--- src/rtl/mips_pkg.sv ---
// Shared constants and grant-source encoding for the ID-stage
// register-file scheduler slice.
package mips_pkg;

    localparam int REG_W  = 5;
    localparam int DATA_W = 32;

    localparam logic [REG_W-1:0] ZERO_REG = '0;

    typedef enum logic [1:0] {
        GNT_NONE,
        GNT_WB,
        GNT_MC
    } gnt_e;

endpackage

--- src/rtl/id_regfile_scheduler_if.sv ---
// Issue, writeback, multi-cycle and register-file signals of the
// scheduler; master is the pipeline side, slave is the scheduler.
interface id_regfile_scheduler_if;
    import mips_pkg::*;

    logic              issue_valid;
    logic [REG_W-1:0]  issue_rs;
    logic [REG_W-1:0]  issue_rt;
    logic              issue_uses_rt;
    logic              issue_writes;
    logic [REG_W-1:0]  issue_dest;
    logic              issue_long;
    logic              stall;

    logic              wb_valid;
    logic [REG_W-1:0]  wb_reg;
    logic [DATA_W-1:0] wb_data;
    logic              wb_hold;

    logic              mc_valid;
    logic [REG_W-1:0]  mc_reg;
    logic [DATA_W-1:0] mc_data;
    logic              mc_ready;

    logic              RegWrite;
    logic [REG_W-1:0]  write_register;
    logic [DATA_W-1:0] write_data;

    modport master (
        output issue_valid, issue_rs, issue_rt, issue_uses_rt,
        output issue_writes, issue_dest, issue_long,
        output wb_valid, wb_reg, wb_data,
        output mc_valid, mc_reg, mc_data,
        input  stall, wb_hold, mc_ready,
        input  RegWrite, write_register, write_data
    );

    modport slave (
        input  issue_valid, issue_rs, issue_rt, issue_uses_rt,
        input  issue_writes, issue_dest, issue_long,
        input  wb_valid, wb_reg, wb_data,
        input  mc_valid, mc_reg, mc_data,
        output stall, wb_hold, mc_ready,
        output RegWrite, write_register, write_data
    );

endinterface

--- src/rtl/regwrite_arbiter.sv ---
// Arbitrates the single register-file write port between WB and the
// multi-cycle unit, with starvation relief, and registers the write.
module regwrite_arbiter
    import mips_pkg::*;
#(
    parameter int STARVE_LIMIT = 3
) (
    input  logic              clk,
    input  logic              reset,
    input  logic              wb_valid,
    input  logic [REG_W-1:0]  wb_reg,
    input  logic [DATA_W-1:0] wb_data,
    input  logic              mc_valid,
    input  logic [REG_W-1:0]  mc_reg,
    input  logic [DATA_W-1:0] mc_data,
    output gnt_e              gnt,
    output logic              wb_hold,
    output logic              mc_ready,
    output logic              reg_write,
    output logic [REG_W-1:0]  write_register,
    output logic [DATA_W-1:0] write_data
);

    localparam int SW = $clog2(STARVE_LIMIT + 1);

    logic [SW-1:0] starve_cnt;
    logic          mc_force;

    assign mc_force = mc_valid && (starve_cnt == SW'(STARVE_LIMIT));

    always_comb begin
        gnt = GNT_NONE;
        if (reset)
            gnt = GNT_NONE;
        else if (mc_force)
            gnt = GNT_MC;
        else if (wb_valid)
            gnt = GNT_WB;
        else if (mc_valid)
            gnt = GNT_MC;
    end

    assign mc_ready = (gnt == GNT_MC);
    assign wb_hold  = wb_valid && (gnt == GNT_MC);

    always_ff @(posedge clk) begin
        if (reset) begin
            starve_cnt     <= '0;
            reg_write      <= 1'b0;
            write_register <= '0;
            write_data     <= '0;
        end else begin
            // the forced grant at the limit keeps this from wrapping
            if (mc_valid && gnt != GNT_MC)
                starve_cnt <= starve_cnt + 1'b1;
            else
                starve_cnt <= '0;

            unique case (gnt)
                GNT_WB: begin
                    reg_write      <= (wb_reg != ZERO_REG);
                    write_register <= wb_reg;
                    write_data     <= wb_data;
                end
                GNT_MC: begin
                    reg_write      <= (mc_reg != ZERO_REG);
                    write_register <= mc_reg;
                    write_data     <= mc_data;
                end
                default: reg_write <= 1'b0;
            endcase
        end
    end

endmodule

--- src/rtl/id_regfile_scheduler.sv ---
// ID-stage register-file scheduler: destination scoreboard with RAW/WAW
// and long-op capacity stalls, plus the write-port arbiter.
module id_regfile_scheduler
    import mips_pkg::*;
#(
    parameter int NUM_REGS     = 32,
    parameter int LONG_MAX     = 4,
    parameter int STARVE_LIMIT = 3
) (
    input  logic               clk,
    input  logic               reset,
    id_regfile_scheduler_if.slave rf
);

    localparam int LW = $clog2(LONG_MAX + 1);

    logic [NUM_REGS-1:0] pending;
    logic [NUM_REGS-1:0] set_vec;
    logic [NUM_REGS-1:0] clr_vec;
    logic [NUM_REGS-1:0] pending_d;
    logic [LW-1:0]       long_cnt;

    logic raw, waw, full, accept, inc, dec;
    gnt_e gnt;

    assign raw  = pending[rf.issue_rs] |
                  (rf.issue_uses_rt & pending[rf.issue_rt]);
    assign waw  = rf.issue_writes & pending[rf.issue_dest];
    assign full = rf.issue_long & rf.issue_writes &
                  (long_cnt == LW'(LONG_MAX));

    assign rf.stall = !reset & rf.issue_valid & (raw | waw | full);
    assign accept   = !reset & rf.issue_valid & !rf.stall;

    assign inc = accept & rf.issue_long;
    assign dec = (gnt == GNT_MC) && (long_cnt != '0);

    always_comb begin
        set_vec = '0;
        clr_vec = '0;
        if (accept && rf.issue_writes && rf.issue_dest != ZERO_REG)
            set_vec[rf.issue_dest] = 1'b1;
        if (gnt == GNT_WB)
            clr_vec[rf.wb_reg] = 1'b1;
        if (gnt == GNT_MC)
            clr_vec[rf.mc_reg] = 1'b1;
    end

    // set is applied after clear so a same-cycle issue wins
    assign pending_d = (pending & ~clr_vec) | set_vec;

    always_ff @(posedge clk) begin
        if (reset) begin
            pending  <= '0;
            long_cnt <= '0;
        end else begin
            pending <= {pending_d[NUM_REGS-1:1], 1'b0};
            if (inc && !dec && long_cnt != LW'(LONG_MAX))
                long_cnt <= long_cnt + 1'b1;
            else if (dec && !inc)
                long_cnt <= long_cnt - 1'b1;
        end
    end

    regwrite_arbiter #(
        .STARVE_LIMIT (STARVE_LIMIT)
    ) u_arb (
        .clk            (clk),
        .reset          (reset),
        .wb_valid       (rf.wb_valid),
        .wb_reg         (rf.wb_reg),
        .wb_data        (rf.wb_data),
        .mc_valid       (rf.mc_valid),
        .mc_reg         (rf.mc_reg),
        .mc_data        (rf.mc_data),
        .gnt            (gnt),
        .wb_hold        (rf.wb_hold),
        .mc_ready       (rf.mc_ready),
        .reg_write      (rf.RegWrite),
        .write_register (rf.write_register),
        .write_data     (rf.write_data)
    );

endmodule

--- src/flat_wrapper.sv ---
// flat-port wrapper written by rule: the top's interface ports become plain ports
module id_regfile_scheduler_flat import mips_pkg::*;
#(
    parameter int NUM_REGS     = 32,
    parameter int LONG_MAX     = 4,
    parameter int STARVE_LIMIT = 3
)
  (clk, reset, rf_issue_valid, rf_issue_rs, rf_issue_rt, rf_issue_uses_rt, rf_issue_writes, rf_issue_dest, rf_issue_long, rf_wb_valid, rf_wb_reg, rf_wb_data, rf_mc_valid, rf_mc_reg, rf_mc_data, rf_stall, rf_wb_hold, rf_mc_ready, rf_RegWrite, rf_write_register, rf_write_data);
  id_regfile_scheduler_if rf_i ();
  input  logic clk;
  input  logic reset;
  input wire logic [$bits(rf_i.issue_valid)-1:0] rf_issue_valid;
  input wire logic [$bits(rf_i.issue_rs)-1:0] rf_issue_rs;
  input wire logic [$bits(rf_i.issue_rt)-1:0] rf_issue_rt;
  input wire logic [$bits(rf_i.issue_uses_rt)-1:0] rf_issue_uses_rt;
  input wire logic [$bits(rf_i.issue_writes)-1:0] rf_issue_writes;
  input wire logic [$bits(rf_i.issue_dest)-1:0] rf_issue_dest;
  input wire logic [$bits(rf_i.issue_long)-1:0] rf_issue_long;
  input wire logic [$bits(rf_i.wb_valid)-1:0] rf_wb_valid;
  input wire logic [$bits(rf_i.wb_reg)-1:0] rf_wb_reg;
  input wire logic [$bits(rf_i.wb_data)-1:0] rf_wb_data;
  input wire logic [$bits(rf_i.mc_valid)-1:0] rf_mc_valid;
  input wire logic [$bits(rf_i.mc_reg)-1:0] rf_mc_reg;
  input wire logic [$bits(rf_i.mc_data)-1:0] rf_mc_data;
  output wire logic [$bits(rf_i.stall)-1:0] rf_stall;
  output wire logic [$bits(rf_i.wb_hold)-1:0] rf_wb_hold;
  output wire logic [$bits(rf_i.mc_ready)-1:0] rf_mc_ready;
  output wire logic [$bits(rf_i.RegWrite)-1:0] rf_RegWrite;
  output wire logic [$bits(rf_i.write_register)-1:0] rf_write_register;
  output wire logic [$bits(rf_i.write_data)-1:0] rf_write_data;
  assign rf_i.issue_valid = rf_issue_valid;
  assign rf_i.issue_rs = rf_issue_rs;
  assign rf_i.issue_rt = rf_issue_rt;
  assign rf_i.issue_uses_rt = rf_issue_uses_rt;
  assign rf_i.issue_writes = rf_issue_writes;
  assign rf_i.issue_dest = rf_issue_dest;
  assign rf_i.issue_long = rf_issue_long;
  assign rf_i.wb_valid = rf_wb_valid;
  assign rf_i.wb_reg = rf_wb_reg;
  assign rf_i.wb_data = rf_wb_data;
  assign rf_i.mc_valid = rf_mc_valid;
  assign rf_i.mc_reg = rf_mc_reg;
  assign rf_i.mc_data = rf_mc_data;
  assign rf_stall = rf_i.stall;
  assign rf_wb_hold = rf_i.wb_hold;
  assign rf_mc_ready = rf_i.mc_ready;
  assign rf_RegWrite = rf_i.RegWrite;
  assign rf_write_register = rf_i.write_register;
  assign rf_write_data = rf_i.write_data;
  id_regfile_scheduler #(.NUM_REGS(NUM_REGS), .LONG_MAX(LONG_MAX), .STARVE_LIMIT(STARVE_LIMIT)) u_core (.clk(clk), .reset(reset), .rf(rf_i));
endmodule
--- config.mk ---
export PLATFORM = sky130hd
export DESIGN_NAME = id_regfile_scheduler_flat
export DESIGN_NICKNAME = d
export VERILOG_FILES = /design/src/rtl/mips_pkg.sv /design/src/rtl/id_regfile_scheduler_if.sv /design/src/rtl/regwrite_arbiter.sv /design/src/rtl/id_regfile_scheduler.sv /design/src/flat_wrapper.sv
export SDC_FILE = /design/constraint.sdc
export NUM_CORES = 1
export LEC_CHECK = 0
export BUFFER_PORTS_ARGS = -buffer_cell sky130_fd_sc_hd__buf_2
export CAP_MARGIN = 20
export CORE_MARGIN = 4
export CORE_UTILIZATION = 40
export CTS_BUF_LIST = sky130_fd_sc_hd__clkbuf_2
export DETAILED_ROUTE_END_ITERATION = 6
export GPL_ROUTABILITY_DRIVEN = 0
export PLACE_DENSITY = 0.65
export SETUP_SLACK_MARGIN = 0.4
export SLEW_MARGIN = 20
export SYNTH_ARGS = -nofsm -noshare
export SYNTH_HDL_FRONTEND = slang
export SYNTH_SLANG_ARGS = --single-unit
--- constraint.sdc ---
create_clock -name clk -period 4.67 [get_ports clk]
set_clock_uncertainty 0.2 [all_clocks]
set_input_delay 0.934 -clock clk [delete_from_list [all_inputs] [get_ports clk]]
set_output_delay 0.934 -clock clk [all_outputs]
set_load 0.005 [all_outputs]
==> impl_metrics.env, run 1 <==
export IMPL_status="finished clean"
export IMPL_routed_wl_um=13700
export IMPL_clkSinkCount=74
export IMPL_fmax_mhz=243
export IMPL_hold_path_depth=1
export IMPL_path_class="in -> out"
export IMPL_cts_tree="built"
export IMPL_p_clk_share_pct=27.0
export IMPL_worstSkewPairLatency_ns=0.49
export IMPL_drive_above_1_share_pct=28.3
export IMPL_routed_via_density=5.78
export IMPL_grt_max_degree=76
export IMPL_swShare_pct=30.5
export IMPL_final_cell_mix="buf_2, nor2_1, dfxtp_1"
export IMPL_cts_buffer_depth=2
export IMPL_leakagePower_nw=2.21
export IMPL_r2r_end="u_core.long_cnt[2]"
export IMPL_port_buffers=137
export IMPL_htreeDepth=3
export IMPL_finalWorstPathRequiredPeriod_ns=4.12
export IMPL_ant_nets=0
export IMPL_nets=749
export IMPL_grt_remaining_overflow=0
export IMPL_whs_endpoint="u_core.u_arb.starve_cnt[0]"
export IMPL_grt_usage_pct=20.6
export IMPL_grt_pass1_vias=4406
export IMPL_ys_seq_elements=74
export IMPL_required_ns=3.54
export IMPL_rsz0062_at_grt="false"
export IMPL_setup_slack_ns=0.551
export IMPL_finalHoldViolCount=0
export IMPL_fin_crit_sh_pct=88.2
export IMPL_num_antenna_cells=0
export IMPL_seq_area_frac_synth_pct=32.3
export IMPL_p_seq_share_pct=52.2
export IMPL_grt_pass1_wl_um=22000
export IMPL_start_kind="primary input"
export IMPL_ys_warn_count=0
export IMPL_worstHoldStart="u_core.u_arb.starve_cnt[0]"
export IMPL_net_switching_power_mw=0.395
export IMPL_finalNonFillerCells=793
export IMPL_synthFlopType="dfxtp_1"
export IMPL_start_util_pct=41.6
export IMPL_critPathArrivalTime_ns=2.98
export IMPL_dieHeight_um=115
export IMPL_clockRootBuffer="clkbuf_2"
export IMPL_hpwl_um=10500
export IMPL_setup_tns_final_ns=0
export IMPL_synthArstFlopShare_pct=0
export IMPL_synth_enable_flop_cells=0
export IMPL_tightest_slew_ns=0.665
export IMPL_synth_cell_types=53
export IMPL_fp_dieW_um=115
export IMPL_num_vias=4586
export IMPL_worst_path_max_fanout=10
export IMPL_max_slew_margin_rel_pct=55.7
export IMPL_die_area_mm2=0.0133
export IMPL_synth_nets=635
export IMPL_netlist_instances=534
export IMPL_drv_cap=0
export IMPL_cts_buffers=9
export IMPL_crit_path_end_kind="output pin"
export IMPL_wl_per_cell_um=17.3
export IMPL_cts_resized=0
export IMPL_maxSlewViolCount=0
export IMPL_dp_cells=777
export IMPL_row_count=38
export IMPL_first_iter_violations=362
export IMPL_drc=0
export IMPL_intPower_mw=0.899
export IMPL_io_pins=138
export IMPL_combinationalPowerShare_pct=20.8
export IMPL_antenna_found_initial=0
export IMPL_syn_area_mm2=0.00459
export IMPL_syn_to_final_growth_pct=18.8
export IMPL_hold_path_class="reg -> reg"
export IMPL_reg2reg_depth=11
export IMPL_hold_buffers=0
export IMPL_r2r_slack_ns=1.16
export IMPL_core_area_mm2=0.0110
export IMPL_path_clk_slew_ns=0.21
export IMPL_final_common_cell="buf_2"
export IMPL_first_pass_iters=5
export IMPL_setup_viol=0
export IMPL_power_density_mw_per_mm2=237
export IMPL_pre_cts_ws_ns=0.370
export IMPL_syn_avg_cell_area_um2=8.59
export IMPL_rr_startpoint="u_core.pending[11]"
export IMPL_post_cts_buffers=0
export IMPL_ir_worst_vdd_uv=115
## routing by layer
metal	routed length, um	share of wire (%)	track usage, %
met5	0	0	0
met2	6220	45	31.4
met4	282	2.1	7.75
met3	1390	10	5.16
met1	5800	42	28.2
## cells in the mapped netlist (2+ instances only)
library cell / number / area, um^2
nand2b_1: 9 / 56.3
dfxtp_1: 74 / 1480
mux4_2: 14 / 315
o221ai_1: 9 / 78.8
mux2i_1: 50 / 500
o21ai_0: 8 / 40.0
nand2_1: 24 / 90.1
inv_1: 23 / 86.3
nand3b_1: 17 / 128
or2_2: 2 / 12.5
nor2b_1: 16 / 100
mux2_2: 2 / 22.5
a22oi_1: 2 / 15.0
o32ai_1: 17 / 149
a32oi_1: 2 / 17.5
nand4_1: 3 / 18.8
nand3_1: 11 / 55.1
mux4_1: 6 / 158
nor2_1: 95 / 357
nor3_1: 3 / 15.0
ha_1: 3 / 37.5
buf_1: 6 / 22.5
clkbuf_1: 29 / 109
and3b_1: 2 / 17.5
a21oi_1: 39 / 195
o21a_1: 2 / 15.0
or3b_2: 3 / 26.3
o31ai_1: 4 / 30.0
o22ai_1: 29 / 181
and3_1: 3 / 18.8
or3_1: 2 / 12.5
buf_2: 4 / 20.0
## area by class of cell
| type | count | area [um^2] |
|---|---|---|
| clock buffers | 9 | 45.0 |
| clock inverters | 7 | 70.1 |
| fillers | 1088 | 5580 |
| inverters | 23 | 86.3 |
| multi-input cells | 397 | 2860 |
| flip-flops and latches | 74 | 1480 |
| well taps | 140 | 175 |
| repair buffers | 143 | 731 |
## logic make-up after synthesis
| group | after synthesis | synth area share (%) |
|---|---|---|
| adder cells (fa/ha/maj) | 4 | 1.25 |
| multiplexers | 73 | 22.0 |
| buffers and inverters | 63 | 5.43 |
| AO/OA/AOI/OAI | 122 | 17.7 |
| AND/OR/NAND/NOR | 198 | 21.3 |
| flip-flops | 74 | 32.3 |
## metrics by stage
step / area (um^2) / power [mW] / hold WS [ns] / util, %
2_1_floorplan: 4590 / 0.852 / 0.196 / -
3_3_place_gp: 5340 / 0.949 / 0.204 / 48.4
3_5_place_dp: 5340 / 0.956 / 0.215 / 48.4
4_1_cts: 5450 / 1.31 / 0.240 / 49.4
5_1_grt: 5450 / 1.37 / 0.263 / 49.4
6_report: 5450 / 1.29 / 0.234 / 49.4
## flip-flops by register name, summed over array words and instances (netlist names)
register,cells
u_core.u_arb.write_register,5
u_core.u_arb.write_data,32
u_core.long_cnt,3
u_core.u_arb.reg_write,1
u_core.u_arb.starve_cnt,2
u_core.pending,31
## worst max-delay path, stage by stage
cell and delay (ns):
buf_2 0.22, mux4_1 0.60, mux2i_1 0.18, o2111ai_1 0.18, a211o_1 0.33, nor3_1 0.32
nor2b_1 0.08, buf_2 0.14
## power groups by stage
stage | clock (mW) | combinational, mW | sequential, mW
2_1_floorplan | 0 | 0.164 | 0.688
5_1_grt | 0.392 | 0.302 | 0.680
3_3_place_gp | 0 | 0.262 | 0.687
4_1_cts | 0.361 | 0.269 | 0.676
6_report | 0.349 | 0.269 | 0.676
3_5_place_dp | 0 | 0.269 | 0.687
## how the worst max path moves through the flow
stage	from	end	cells after the start	slack (ns)
6_report	rf_issue_rs[2]	rf_stall	8	0.55
5_1_grt	rf_issue_rs[2]	rf_stall	8	0.46
4_1_cts	rf_issue_rs[2]	rf_stall	8	0.62
3_5_place_dp	rf_issue_rs[2]	u_core.long_cnt[2]	12	0.37
3_3_place_gp	rf_issue_rs[2]	u_core.long_cnt[2]	12	0.48
2_1_floorplan	rf_issue_rs[2]	u_core.long_cnt[2]	12	0.61
(Power assumes the default switching activity.)
==> run 2: changes to the inputs <==
CORE_UTILIZATION = 50   (was 40)
PLACE_DENSITY = 0.78   (was 0.65)
==> impl_metrics.env, run 2 (synthesis results as in run 1) <==
export IMPL_setup_viol=0
export IMPL_grt_pass1_wl_um=22500
export IMPL_core_area_mm2=0.00881
export IMPL_fill_cells=789
export IMPL_hpwl_um=10200
export IMPL_finalNonFillerCells=760
export IMPL_r2r_slack_ns=1.20
export IMPL_start_kind="primary input"
export IMPL_cts_resized=0
export IMPL_hold_path_depth=1
export IMPL_hold_path_class="reg -> reg"
export IMPL_path_clk_slew_ns=0.21
export IMPL_final_common_cell="buf_2"
export IMPL_dieHeight_um=104
export IMPL_crit_path_end_kind="output pin"
export IMPL_grt_remaining_overflow=0
export IMPL_slowest_stage="mux4_2"
export IMPL_setup_tns_final_ns=0
export IMPL_worst_path_max_fanout=9
export IMPL_nets=748
export IMPL_setup_slack_ns=0.612
export IMPL_num_antenna_cells=0
export IMPL_post_dp_cell_area_mm2=0.00529
export IMPL_grt_max_degree=54
export IMPL_num_vias=4641
export IMPL_dp_cells=744
export IMPL_drive_above_1_share_pct=28.2
export IMPL_path_cells="buf_2 -> mux4_2 -> mux2i_1 -> nand3b_1 -> and4_1 -> nor3_1 -> nor2b_1 -> buf_2"
export IMPL_critPathArrivalTime_ns=2.92
export IMPL_finalPower_mw=1.35
export IMPL_post_route_util_pct=61.6
export IMPL_fmax_mhz=246
export IMPL_die_area_mm2=0.0108
export IMPL_final_area_mm2=0.00543
export IMPL_cts_tree="built"
export IMPL_htreeDepth=3
export IMPL_reg2reg_depth=11
export IMPL_largestRegisters="u_core.u_arb.write_data: 32 flops, u_core.pending: 31 flops, u_core.u_arb.write_register: 5 flops"
export IMPL_cts_buffer_depth=2
export IMPL_first_iter_violations=525
export IMPL_finalHoldViolCount=0
export IMPL_final_cell_mix="buf_2, nor2_1, dfxtp_1"
export IMPL_path_class="in -> out"
export IMPL_cpPeakStageDelay_ns=0.53
export IMPL_clkSinkCount=74
export IMPL_grt_usage_pct=25.1
export IMPL_finalWorstPathRequiredPeriod_ns=4.06
export IMPL_worst_path_most_repeated_cell="buf_2"
export IMPL_largest_register="u_core.u_arb.write_data"
export IMPL_grt_pass1_vias=4578
export IMPL_maxSlewViolCount=0
export IMPL_ir_worst_vdd_uv=145
export IMPL_hold_buffers=0
export IMPL_cts_buffers=9
export IMPL_max_slew_margin_rel_pct=50.2
export IMPL_syn_to_final_growth_pct=18.2
export IMPL_wl_per_cell_um=17.8
export IMPL_antenna_found_initial=0
export IMPL_rsz0062_at_grt="false"
export IMPL_fin_crit_sh_pct=86.9
export IMPL_status="finished clean"
export IMPL_start_util_pct=52.1
export IMPL_clockRootBuffer="clkbuf_2"
export IMPL_drv_cap=0
export IMPL_port_buffers=137
export IMPL_io_pins=138
export IMPL_row_count=34
export IMPL_pre_cts_ws_ns=0.325
export IMPL_worstSkewPairLatency_ns=0.49
export IMPL_required_ns=3.54
export IMPL_tightest_slew_ns=0.747
export IMPL_fp_dieW_um=104
export IMPL_first_pass_iters=7
export IMPL_ant_nets=0
export IMPL_drc=0
export IMPL_routed_wl_um=13600
export IMPL_largest_reg_flops=32
export IMPL_routed_via_density=6.11
export IMPL_post_cts_buffers=0
export IMPL_leakagePower_nw=2.21
export IMPL_power_density_mw_per_mm2=249
export IMPL_fin_hold_ws_ns=0.229
==> run 2: changes by cell type in the layout (fill, tap and decap cells not counted), sizes merged <==
| cell | before | now |
|---|---|---|
| bufinv | 1 | 2 |
| clkinv | 5 | 3 |
| buf | 143 | 142 |
| clkinvlp | 1 | 2 |
==> run 2: area by class of cell <==
type / count / area (um^2) / share of cell area (%)
multi-input combinational: 397 / 2860 / 52.7
sequential: 74 / 1480 / 27.3
timing repair buffer: 142 / 723 / 13.3
tap: 108 / 135 / 2.49
clock inverter: 7 / 93.8 / 1.73
inverter: 23 / 86.3 / 1.59
clock buffer: 9 / 45.0 / 0.830
==> run 2: worst max-delay path, delay by kind of cell <==
family / cells / cell delay, ns
buffers and inverters: 2 / 0.38
and+or+nand+nor: 4 / 0.77
muxes: 2 / 0.84
==> run 2: path summary, 6_finish.rpt <==
check                              from                          to
min          u_core.u_arb.starve_cnt[0]  u_core.u_arb.starve_cnt[0]
max reg2reg           u_core.pending[9]          u_core.long_cnt[2]
max                      rf_issue_rt[1]                    rf_stall
min reg2reg  u_core.u_arb.starve_cnt[0]  u_core.u_arb.starve_cnt[0]
==> run 2: report_power, final <==
part	switching [mW]	total, mW	internal, mW
registers	0.0170	0.676	0.659
logic	0.151	0.268	0.118
clock network	0.229	0.404	0.176
==> run 2: metal layers <==
layer | track usage (%) | part of all wire [%] | vias to the layer above
li1 | - | - | 2188
met1 | 31.0 | 40 | 2156
met2 | 41.4 | 47 | 268
met3 | 7.65 | 11 | 29
met4 | 8.83 | 2.1 | 0
met5 | 0 | 0 | -
